[config.mk]
export PLATFORM = sky130hd
export DESIGN_NAME = bmem_arbiter_flat
export DESIGN_NICKNAME = d
export VERILOG_FILES = /design/src/rtl/bmem_arbiter_if.sv /design/src/rtl/bmem_arbiter.sv /design/src/flat_wrapper.sv
export SDC_FILE = /design/constraint.sdc
export NUM_CORES = 1
export LEC_CHECK = 0
export ABC_AREA = 1
export CORE_AREA = 5 5 395 397
export CTS_BUF_LIST = sky130_fd_sc_hd__clkbuf_4
export DETAILED_ROUTE_END_ITERATION = 7
export DIE_AREA = 0 0 400 402
export GPL_ROUTABILITY_DRIVEN = 0
export PLACE_DENSITY = 0.44
export SYNTH_ARGS = -nofsm -noshare
export SYNTH_HDL_FRONTEND = slang
export SYNTH_SLANG_ARGS = --single-unit
[constraint.sdc]
create_clock -name clk -period 48.5 [get_ports clk]
set_input_delay 4.85 -clock clk [delete_from_list [all_inputs] [get_ports clk]]
set_output_delay 4.85 -clock clk [all_outputs]
set_load 0.01 [all_outputs]
[src/rtl/bmem_arbiter_if.sv]
`default_nettype none
// ============================================================================
//  Module      : bmem_arbiter_if
//  Description : Bundles the two cache DFP ports and the shared 64-bit burst
//                memory port served by bmem_arbiter.
//
//                Signal groups:
//                  i_dfp_*  I-cache line request/response (read only)
//                  d_dfp_*  D-cache line request/response (read + writeback)
//                  bmem_*   shared burst memory command/beat port
//
//                Modports:
//                  slave  : the arbiter's view. It serves the cache requests
//                           and drives the bmem command side.
//                  master : the environment's view. It holds both caches and
//                           the burst memory model.
//  Revision    : 1.0 - initial release
// ============================================================================
interface bmem_arbiter_if;

    // I-cache DFP
    logic [31:0]  i_dfp_addr;
    logic         i_dfp_read;
    logic [255:0] i_dfp_rdata;
    logic         i_dfp_resp;

    // D-cache DFP
    logic [31:0]  d_dfp_addr;
    logic         d_dfp_read;
    logic         d_dfp_write;
    logic [255:0] d_dfp_wdata;
    logic [255:0] d_dfp_rdata;
    logic         d_dfp_resp;

    // Burst memory port
    logic [31:0]  bmem_addr;
    logic         bmem_read;
    logic         bmem_write;
    logic [63:0]  bmem_wdata;
    logic         bmem_ready;
    logic [31:0]  bmem_raddr;
    logic [63:0]  bmem_rdata;
    logic         bmem_rvalid;

    modport slave (
        input  i_dfp_addr,
        input  i_dfp_read,
        output i_dfp_rdata,
        output i_dfp_resp,
        input  d_dfp_addr,
        input  d_dfp_read,
        input  d_dfp_write,
        input  d_dfp_wdata,
        output d_dfp_rdata,
        output d_dfp_resp,
        output bmem_addr,
        output bmem_read,
        output bmem_write,
        output bmem_wdata,
        input  bmem_ready,
        input  bmem_raddr,
        input  bmem_rdata,
        input  bmem_rvalid
    );

    modport master (
        output i_dfp_addr,
        output i_dfp_read,
        input  i_dfp_rdata,
        input  i_dfp_resp,
        output d_dfp_addr,
        output d_dfp_read,
        output d_dfp_write,
        output d_dfp_wdata,
        input  d_dfp_rdata,
        input  d_dfp_resp,
        input  bmem_addr,
        input  bmem_read,
        input  bmem_write,
        input  bmem_wdata,
        output bmem_ready,
        output bmem_raddr,
        output bmem_rdata,
        output bmem_rvalid
    );

endinterface
`default_nettype wire

[src/rtl/bmem_arbiter.sv]
`default_nettype none
// ============================================================================
//  Module      : bmem_arbiter
//  Description : Round-robin arbiter and burst sequencer that shares one
//                64-bit burst memory port between the I-cache and D-cache.
//                A granted 256-bit line request becomes one bmem command.
//                Writes are split into four 64-bit beats. Reads collect four
//                address-tagged beats back into a line.
//
//  Ports       :
//    clk   in   system clock, all state on the rising edge
//    rst   in   asynchronous active-high reset
//    bus   slave modport of bmem_arbiter_if
//            i_dfp_addr/read  -> i_dfp_rdata/resp   (I-cache line reads)
//            d_dfp_addr/read/write/wdata -> d_dfp_rdata/resp (D-cache)
//            bmem_addr/read/write/wdata  -> memory command and write beats
//            bmem_ready/raddr/rdata/rvalid <- memory acceptance and read beats
//  Revision    : 1.0 - initial release
// ============================================================================
module bmem_arbiter (
    input  wire logic        clk,
    input  wire logic        rst,
    bmem_arbiter_if.slave    bus
);

    // ------------------------------------------------------------------
    // Constants
    // ------------------------------------------------------------------
    localparam logic [1:0] c_LAST_BEAT = 2'd3;

    // ------------------------------------------------------------------
    // State machine encoding
    // ------------------------------------------------------------------
    typedef enum logic [2:0] {
        S_IDLE    = 3'd0,
        S_RD_REQ  = 3'd1,
        S_RD_DATA = 3'd2,
        S_WR      = 3'd3,
        S_RESP    = 3'd4
    } state_t;

    state_t         r_state;
    state_t         w_state_nxt;

    // ------------------------------------------------------------------
    // Registered transaction context
    // ------------------------------------------------------------------
    logic           r_grant_d;       // 1: current transaction belongs to D
    logic           r_last_grant_d;  // 1: most recent grant went to D
    logic [31:0]    r_addr;          // latched line address, low 5 bits zero
    logic [1:0]     r_rcount;        // read beats stored so far
    logic [1:0]     r_wcount;        // write beats accepted so far
    logic [191:0]   r_line;          // first three read beats of the line
    logic [255:0]   r_i_rdata;       // last completed I-cache line
    logic [255:0]   r_d_rdata;       // last completed D-cache line

    // ------------------------------------------------------------------
    // Request decode and arbitration
    // ------------------------------------------------------------------
    logic           w_i_req;
    logic           w_d_req;
    logic           w_any_req;
    logic           w_pick_d;
    logic           w_pick_write;
    logic [31:0]    w_sel_addr;
    logic [31:0]    w_sel_line_addr;
    logic           w_beat_ok;
    logic           w_rd_last;
    logic           w_wr_last;

    assign w_i_req   = bus.i_dfp_read;
    assign w_d_req   = bus.d_dfp_read | bus.d_dfp_write;
    assign w_any_req = w_i_req | w_d_req;

    // D wins when it is alone, or when both request and I was granted last.
    // After reset last_grant points at D, so the first tie goes to I.
    assign w_pick_d = w_d_req & (~w_i_req | ~r_last_grant_d);

    // A D-cache read and writeback asserted together resolve to the write.
    assign w_pick_write = w_pick_d & bus.d_dfp_write;

    assign w_sel_addr      = w_pick_d ? bus.d_dfp_addr : bus.i_dfp_addr;
    assign w_sel_line_addr = {w_sel_addr[31:5], 5'b0};

    // Only beats tagged with our own line address count; anything else on
    // the return path belongs to someone else and is dropped.
    assign w_beat_ok = bus.bmem_rvalid && (bus.bmem_raddr == r_addr);
    assign w_rd_last = (r_state == S_RD_DATA) && w_beat_ok
                       && (r_rcount == c_LAST_BEAT);
    assign w_wr_last = (r_state == S_WR) && bus.bmem_ready
                       && (r_wcount == c_LAST_BEAT);

    // Offset bits of the request addresses are intentionally ignored.
    logic w_unused;
    assign w_unused = ^{bus.i_dfp_addr[4:0], bus.d_dfp_addr[4:0]};

    // ------------------------------------------------------------------
    // State register
    // ------------------------------------------------------------------
    always_ff @(posedge clk or posedge rst) begin
        if (rst) begin
            r_state <= S_IDLE;
        end else begin
            r_state <= w_state_nxt;
        end
    end

    // ------------------------------------------------------------------
    // Next-state and memory-side / response outputs
    // ------------------------------------------------------------------
    always_comb begin
        w_state_nxt     = r_state;
        bus.bmem_read   = 1'b0;
        bus.bmem_write  = 1'b0;
        bus.bmem_addr   = 32'd0;
        bus.bmem_wdata  = 64'd0;
        bus.i_dfp_resp  = 1'b0;
        bus.d_dfp_resp  = 1'b0;

        case (r_state)
            S_IDLE: begin
                if (w_any_req) begin
                    w_state_nxt = w_pick_write ? S_WR : S_RD_REQ;
                end
            end

            S_RD_REQ: begin
                // Command held until the memory accepts it.
                bus.bmem_read = 1'b1;
                bus.bmem_addr = r_addr;
                if (bus.bmem_ready) begin
                    w_state_nxt = S_RD_DATA;
                end
            end

            S_RD_DATA: begin
                if (w_rd_last) begin
                    w_state_nxt = S_RESP;
                end
            end

            S_WR: begin
                // Beat r_wcount is presented until accepted.
                bus.bmem_write = 1'b1;
                bus.bmem_addr  = r_addr;
                bus.bmem_wdata = bus.d_dfp_wdata[{r_wcount, 6'd0} +: 64];
                if (w_wr_last) begin
                    w_state_nxt = S_RESP;
                end
            end

            S_RESP: begin
                // Single-cycle completion pulse. Requests are not sampled
                // here, so a held request is re-arbitrated in the next IDLE.
                bus.i_dfp_resp = ~r_grant_d;
                bus.d_dfp_resp = r_grant_d;
                w_state_nxt    = S_IDLE;
            end

            default: begin
                w_state_nxt = S_IDLE;
            end
        endcase
    end

    // ------------------------------------------------------------------
    // Transaction context, beat counters and line assembly
    // ------------------------------------------------------------------
    always_ff @(posedge clk or posedge rst) begin
        if (rst) begin
            r_grant_d      <= 1'b0;
            r_last_grant_d <= 1'b1;
            r_addr         <= 32'd0;
            r_rcount       <= 2'd0;
            r_wcount       <= 2'd0;
            r_line         <= 192'd0;
            r_i_rdata      <= 256'd0;
            r_d_rdata      <= 256'd0;
        end else begin
            case (r_state)
                S_IDLE: begin
                    if (w_any_req) begin
                        r_grant_d      <= w_pick_d;
                        r_last_grant_d <= w_pick_d;
                        r_addr         <= w_sel_line_addr;
                        r_rcount       <= 2'd0;
                        r_wcount       <= 2'd0;
                    end
                end

                S_RD_REQ: begin
                    if (bus.bmem_ready) begin
                        r_rcount <= 2'd0;
                    end
                end

                S_RD_DATA: begin
                    if (w_beat_ok) begin
                        // Counter wraps 3 -> 0 on the final beat.
                        r_rcount <= r_rcount + 2'd1;
                        if (r_rcount == c_LAST_BEAT) begin
                            // Final beat bypasses r_line straight into the
                            // requester's line register.
                            if (r_grant_d) begin
                                r_d_rdata <= {bus.bmem_rdata, r_line};
                            end else begin
                                r_i_rdata <= {bus.bmem_rdata, r_line};
                            end
                        end else begin
                            r_line[{r_rcount, 6'd0} +: 64] <= bus.bmem_rdata;
                        end
                    end
                end

                S_WR: begin
                    if (bus.bmem_ready) begin
                        r_wcount <= r_wcount + 2'd1;
                    end
                end

                default: begin
                end
            endcase
        end
    end

    assign bus.i_dfp_rdata = r_i_rdata;
    assign bus.d_dfp_rdata = r_d_rdata;

endmodule
`default_nettype wire
[src/flat_wrapper.sv]
// flat-port wrapper written by rule: the top's interface ports become plain ports
module bmem_arbiter_flat 
  (clk, rst, bus_i_dfp_addr, bus_i_dfp_read, bus_i_dfp_rdata, bus_i_dfp_resp, bus_d_dfp_addr, bus_d_dfp_read, bus_d_dfp_write, bus_d_dfp_wdata, bus_d_dfp_rdata, bus_d_dfp_resp, bus_bmem_addr, bus_bmem_read, bus_bmem_write, bus_bmem_wdata, bus_bmem_ready, bus_bmem_raddr, bus_bmem_rdata, bus_bmem_rvalid);
  bmem_arbiter_if bus_i ();
  input  wire logic clk;
  input  wire logic rst;
  input wire logic [$bits(bus_i.i_dfp_addr)-1:0] bus_i_dfp_addr;
  input wire logic [$bits(bus_i.i_dfp_read)-1:0] bus_i_dfp_read;
  output wire logic [$bits(bus_i.i_dfp_rdata)-1:0] bus_i_dfp_rdata;
  output wire logic [$bits(bus_i.i_dfp_resp)-1:0] bus_i_dfp_resp;
  input wire logic [$bits(bus_i.d_dfp_addr)-1:0] bus_d_dfp_addr;
  input wire logic [$bits(bus_i.d_dfp_read)-1:0] bus_d_dfp_read;
  input wire logic [$bits(bus_i.d_dfp_write)-1:0] bus_d_dfp_write;
  input wire logic [$bits(bus_i.d_dfp_wdata)-1:0] bus_d_dfp_wdata;
  output wire logic [$bits(bus_i.d_dfp_rdata)-1:0] bus_d_dfp_rdata;
  output wire logic [$bits(bus_i.d_dfp_resp)-1:0] bus_d_dfp_resp;
  output wire logic [$bits(bus_i.bmem_addr)-1:0] bus_bmem_addr;
  output wire logic [$bits(bus_i.bmem_read)-1:0] bus_bmem_read;
  output wire logic [$bits(bus_i.bmem_write)-1:0] bus_bmem_write;
  output wire logic [$bits(bus_i.bmem_wdata)-1:0] bus_bmem_wdata;
  input wire logic [$bits(bus_i.bmem_ready)-1:0] bus_bmem_ready;
  input wire logic [$bits(bus_i.bmem_raddr)-1:0] bus_bmem_raddr;
  input wire logic [$bits(bus_i.bmem_rdata)-1:0] bus_bmem_rdata;
  input wire logic [$bits(bus_i.bmem_rvalid)-1:0] bus_bmem_rvalid;
  assign bus_i.i_dfp_addr = bus_i_dfp_addr;
  assign bus_i.i_dfp_read = bus_i_dfp_read;
  assign bus_i_dfp_rdata = bus_i.i_dfp_rdata;
  assign bus_i_dfp_resp = bus_i.i_dfp_resp;
  assign bus_i.d_dfp_addr = bus_d_dfp_addr;
  assign bus_i.d_dfp_read = bus_d_dfp_read;
  assign bus_i.d_dfp_write = bus_d_dfp_write;
  assign bus_i.d_dfp_wdata = bus_d_dfp_wdata;
  assign bus_d_dfp_rdata = bus_i.d_dfp_rdata;
  assign bus_d_dfp_resp = bus_i.d_dfp_resp;
  assign bus_bmem_addr = bus_i.bmem_addr;
  assign bus_bmem_read = bus_i.bmem_read;
  assign bus_bmem_write = bus_i.bmem_write;
  assign bus_bmem_wdata = bus_i.bmem_wdata;
  assign bus_i.bmem_ready = bus_bmem_ready;
  assign bus_i.bmem_raddr = bus_bmem_raddr;
  assign bus_i.bmem_rdata = bus_bmem_rdata;
  assign bus_i.bmem_rvalid = bus_bmem_rvalid;
  bmem_arbiter u_core (.clk(clk), .rst(rst), .bus(bus_i));
endmodule
==> impl_metrics.csv <==
group,metric,value,unit
placed_design,port_buffers,1019,
yosys,syn-instance-count,4417,
critical_path,worstReg2RegStart,"u_core.r_state[2]$_DFFE_PP0P_",
route,route.detailed.vias_per_inst,4.77,
power_and_ir_drop,power-per-cell-area,33.9,nW/um2
timing,timing_hold_violations_final,0,
floorplan,io-pin-count,1035,
layout,postLayoutCellArea,49100,um2
power_and_ir_drop,p_seq_frac,0.395,
grt,grt.overflow.total,0,
run_status,run_status,"finished, final reports clean",
grt,wire_length_of_the_first_global_routing_pass,267000,um
yosys,synth_flop_cell,"sky130_fd_sc_hd__dfrtp_1",
power_and_ir_drop,total_switching_power,0.610,mW
critical_path,required,43650,ps
power_and_ir_drop,static-leakage-power,23.9,nW
yosys,synth.ff_latch_count,740,
critical_path,critical_path_peak_fanout,1,
timing,timing.fmax,85.4,MHz
cts,cts_tree,"done",
cts,number_of_hold_repair_buffers_added_at_the_cts_stage,0,
power_and_ir_drop,totalPowerFinal,1.66,mW
critical_path,setup.worst_path.end_class,"output port",
min_path,hold_path_class,"flop to flop",
min_path,worst_hold_path.num_cells,2,
yosys,synth.lib_cells_used.distinct,29,
critical_path,critPathLaunch,"bus_d_dfp_wdata[232]",
critical_path,category_of_the_worst_setup_path_launch_point,"primary input",
yosys,post_synth.cell_area_avg,7.93,um2
cts,clkTransAtPathRegs,60,ps
yosys,ys.warnings.count,0,
layout,final_net_count,5738,
yosys,mappedNetlistArea,35000,um2
yosys,number_of_flops_mapped_to_enable_cells_by_yosys,0,
floorplan,rows,143,
floorplan,initial_utilization,0.231,
timing,finalSetupViolations,0,
cts,cts-root-to-sink-buffers,3,
critical_path,reg2reg_to,"u_core.bus.i_dfp_rdata[190]$_DFFE_PP0P_",
route,detailroute.via_count,35800,
power_and_ir_drop,power_report.internal_total,1.05,mW
timing,fin_worst_skew,110,ps
timing,slew_violations,0,
floorplan,placeableCoreArea,152000,um2
route,wirelength,190000,um
route,route.detailed.wl_per_inst,25.4,um
floorplan,horizontal_die_dimension,400,um
cts,post_cts_setup_repair_bufs,0,
power_and_ir_drop,clockPowerShare,0.358,
power_and_ir_drop,combinational_cell_fraction_of_total_power,0.246,
cts,postCtsResizedCells,0,
yosys,synth_top_area_frac,0.528,
placed_design,placedInstanceArea,46400,um2
layout,fill_cells,16400,
cts,cts_sinks,740,
job,timing.max_cap.violations,0,
cts,cts-root-buf,"sky130_fd_sc_hd__clkbuf_4",
layout,layout.core_utilization,0.324,
yosys,synth-async-reset-ratio,1.00,
placed_design,place_hpwl,133000,um
grt,grt_pass1_vias,35500,
timing,slew_headroom,0.162,
critical_path,timing.critical_path.arrival,6860,ps
layout,area_growth,40.1,%
floorplan,die_outline_area,161000,um2
grt,grt_antenna_before_repair,54,
critical_path,rrSetupSlack,43190,ps
yosys,synthMostInstantiatedCell,"sky130_fd_sc_hd__nand2_1",
yosys,synth_common_cells,"1600 x sky130_fd_sc_hd__nand2_1, 739 x sky130_fd_sc_hd__dfrtp_1, 707 x sky130_fd_sc_hd__nand4_1",
grt,grt_use_total,0.227,
power_and_ir_drop,power.ir.vdd_worst,0.0246,mV
critical_path,r2r_cells,13,
timing,fin_worst_hold_slack,462,ps
cts,htree_levels,4,
yosys,synth_largest_area_cell,"sky130_fd_sc_hd__dfrtp_1",
cts,insertion_delay,1220,ps
route,drc_errors,0,
timing,fin_tns_setup,0,ps
layout,fraction_of_layout_instances_using_a_drive_strength_above_1,0.0753,
floorplan,fp.dieH,402,um
min_path,hp-start,"u_core.r_last_grant_d$_DFFE_PP1P_",
yosys,synth-seq-area-share,0.529,
timing,worst_pin_slew,1240,ps
route,initialDrtViolationCount,2552,
critical_path,criticalPathCategory,"primary input to output port",
cts,cts_inserted_buffers,218,
timing,setup_repair_after_global_routing_missed_its_margin,"no",
grt,maximum_number_of_pins_on_one_net_before_global_route_repair,202,
yosys,synth.area.top_cells,"sky130_fd_sc_hd__dfrtp_1 53%, sky130_fd_sc_hd__nand2_1 17%, sky130_fd_sc_hd__nand4_1 13%",
timing,period_minus_slack,11710,ps
route,firstDrtPassIters,7,
power_and_ir_drop,power_switching_share,0.367,
timing,finalCritPeriodShare,0.241,
route,ant_nets,0,
min_path,holdPathEnd,"u_core.r_last_grant_d$_DFFE_PP1P_",
placed cells by master, fill, tap and decap left out, types with 2 or more instances in the layout:
| master | count |
|---|---|
| sky130_fd_sc_hd__o21ai_1 | 3 |
| sky130_fd_sc_hd__ha_4 | 4 |
| sky130_fd_sc_hd__inv_1 | 130 |
| sky130_fd_sc_hd__nand3_1 | 8 |
| sky130_fd_sc_hd__nand4_1 | 707 |
| sky130_fd_sc_hd__o22ai_1 | 27 |
| sky130_fd_sc_hd__nor2_1 | 539 |
| sky130_fd_sc_hd__clkinv_2 | 5 |
| sky130_fd_sc_hd__inv_6 | 5 |
| sky130_fd_sc_hd__dfrtp_1 | 736 |
| sky130_fd_sc_hd__inv_8 | 4 |
| sky130_fd_sc_hd__and2_1 | 2 |
| sky130_fd_sc_hd__buf_12 | 4 |
| sky130_fd_sc_hd__nand2_1 | 1597 |
| sky130_fd_sc_hd__nand2_4 | 3 |
| sky130_fd_sc_hd__clkinv_4 | 2 |
| sky130_fd_sc_hd__nor2_4 | 2 |
| sky130_fd_sc_hd__dfrtp_4 | 2 |
| sky130_fd_sc_hd__inv_2 | 12 |
| sky130_fd_sc_hd__nand3_4 | 5 |
| sky130_fd_sc_hd__ha_1 | 2 |
| sky130_fd_sc_hd__diode_2 | 23 |
| sky130_fd_sc_hd__buf_4 | 43 |
| sky130_fd_sc_hd__clkinv_1 | 31 |
| sky130_fd_sc_hd__clkbuf_4 | 309 |
| sky130_fd_sc_hd__xnor2_1 | 3 |
| sky130_fd_sc_hd__a21oi_1 | 66 |
| sky130_fd_sc_hd__conb_1 | 5 |
| sky130_fd_sc_hd__o21ai_0 | 157 |
| sky130_fd_sc_hd__inv_12 | 3 |
| sky130_fd_sc_hd__clkdlybuf4s50_1 | 1019 |
per-layer routing:
layer	vias up	global-route usage	share of wire	wire, um
li1	16600	-	-	-
met1	17500	0.276	0.40	76600
met2	1339	0.380	0.48	91900
met3	288	0.0568	0.067	12700
met4	14	0.102	0.046	8820
met5	-	0	0.00054	103
area by class of cell:
class,count,area [um2],share of cell area
repair buffers,1066,10600,0.216
multi-input cells,3136,14100,0.288
inverters,147,577,0.0118
diodes,23,57.6,0.00117
flip-flops and latches,740,18500,0.377
well taps,2030,2540,0.0518
clock buffers,309,2320,0.0473
clock inverters,48,307,0.00625
per-stage QoR:
stage	cells	worst slack [ps]
2_1_floorplan	4421	22890
3_3_place_gp	7119	36710
3_5_place_dp	7119	36700
4_1_cts	7476	36710
5_1_grt	7497	36770
6_report	7499	36790
sequential cells by signal (all words and copies together) (netlist names):
| register | count |
|---|---|
| u_core.r_addr | 27 |
| u_core.r_last_grant_d | 1 |
| u_core.r_grant_d | 1 |
| u_core.bus.d_dfp_rdata | 256 |
| u_core.r_wcount | 2 |
| u_core.r_rcount | 2 |
| u_core.bus.i_dfp_rdata | 256 |
| u_core.r_state | 3 |
| u_core.r_line | 192 |
kinds of logic (layout without fill, tap and decap cells):
| logic type | after synthesis | count (layout) | synth area share |
|---|---|---|---|
| simple gates | 2865 | 2865 | 0.359 |
| xor+xnor | 3 | 3 | 0.000750 |
| buf+inv | 545 | 1570 | 0.0716 |
| other cells | 1 | 28 | 0.000107 |
| compound gates | 257 | 257 | 0.0380 |
| flops | 740 | 740 | 0.529 |
| fa+ha+maj | 6 | 6 | 0.00214 |
worst max-delay path by stage:
stage	to	slack [ps]
after floorplan	u_core.bus.d_dfp_rdata[0]$_DFFE_PP0P_	22890
after global placement	bus_bmem_wdata[25]	36710
after detailed placement	bus_bmem_wdata[25]	36700
after CTS	bus_bmem_wdata[25]	36710
after global routing	bus_bmem_wdata[2]	36770
final	bus_bmem_wdata[40]	36790
worst max-delay path: stages:
cell and delay, ps:
sky130_fd_sc_hd__clkdlybuf4s50_1 390, sky130_fd_sc_hd__o21ai_0 950, sky130_fd_sc_hd__a21oi_1 130, sky130_fd_sc_hd__clkdlybuf4s50_1 540
power groups by stage:
| stage | sequential, mW | clock (mW) | combinational [mW] |
|---|---|---|---|
| after global placement | 0.670 | 0 | 0.416 |
| after global routing | 0.661 | 0.654 | 0.444 |
| after CTS | 0.659 | 0.621 | 0.417 |
| after detailed placement | 0.670 | 0 | 0.415 |
| final | 0.658 | 0.596 | 0.410 |
| after floorplan | 0.651 | 0 | 0.223 |
Power figures use the tool's default switching activity.
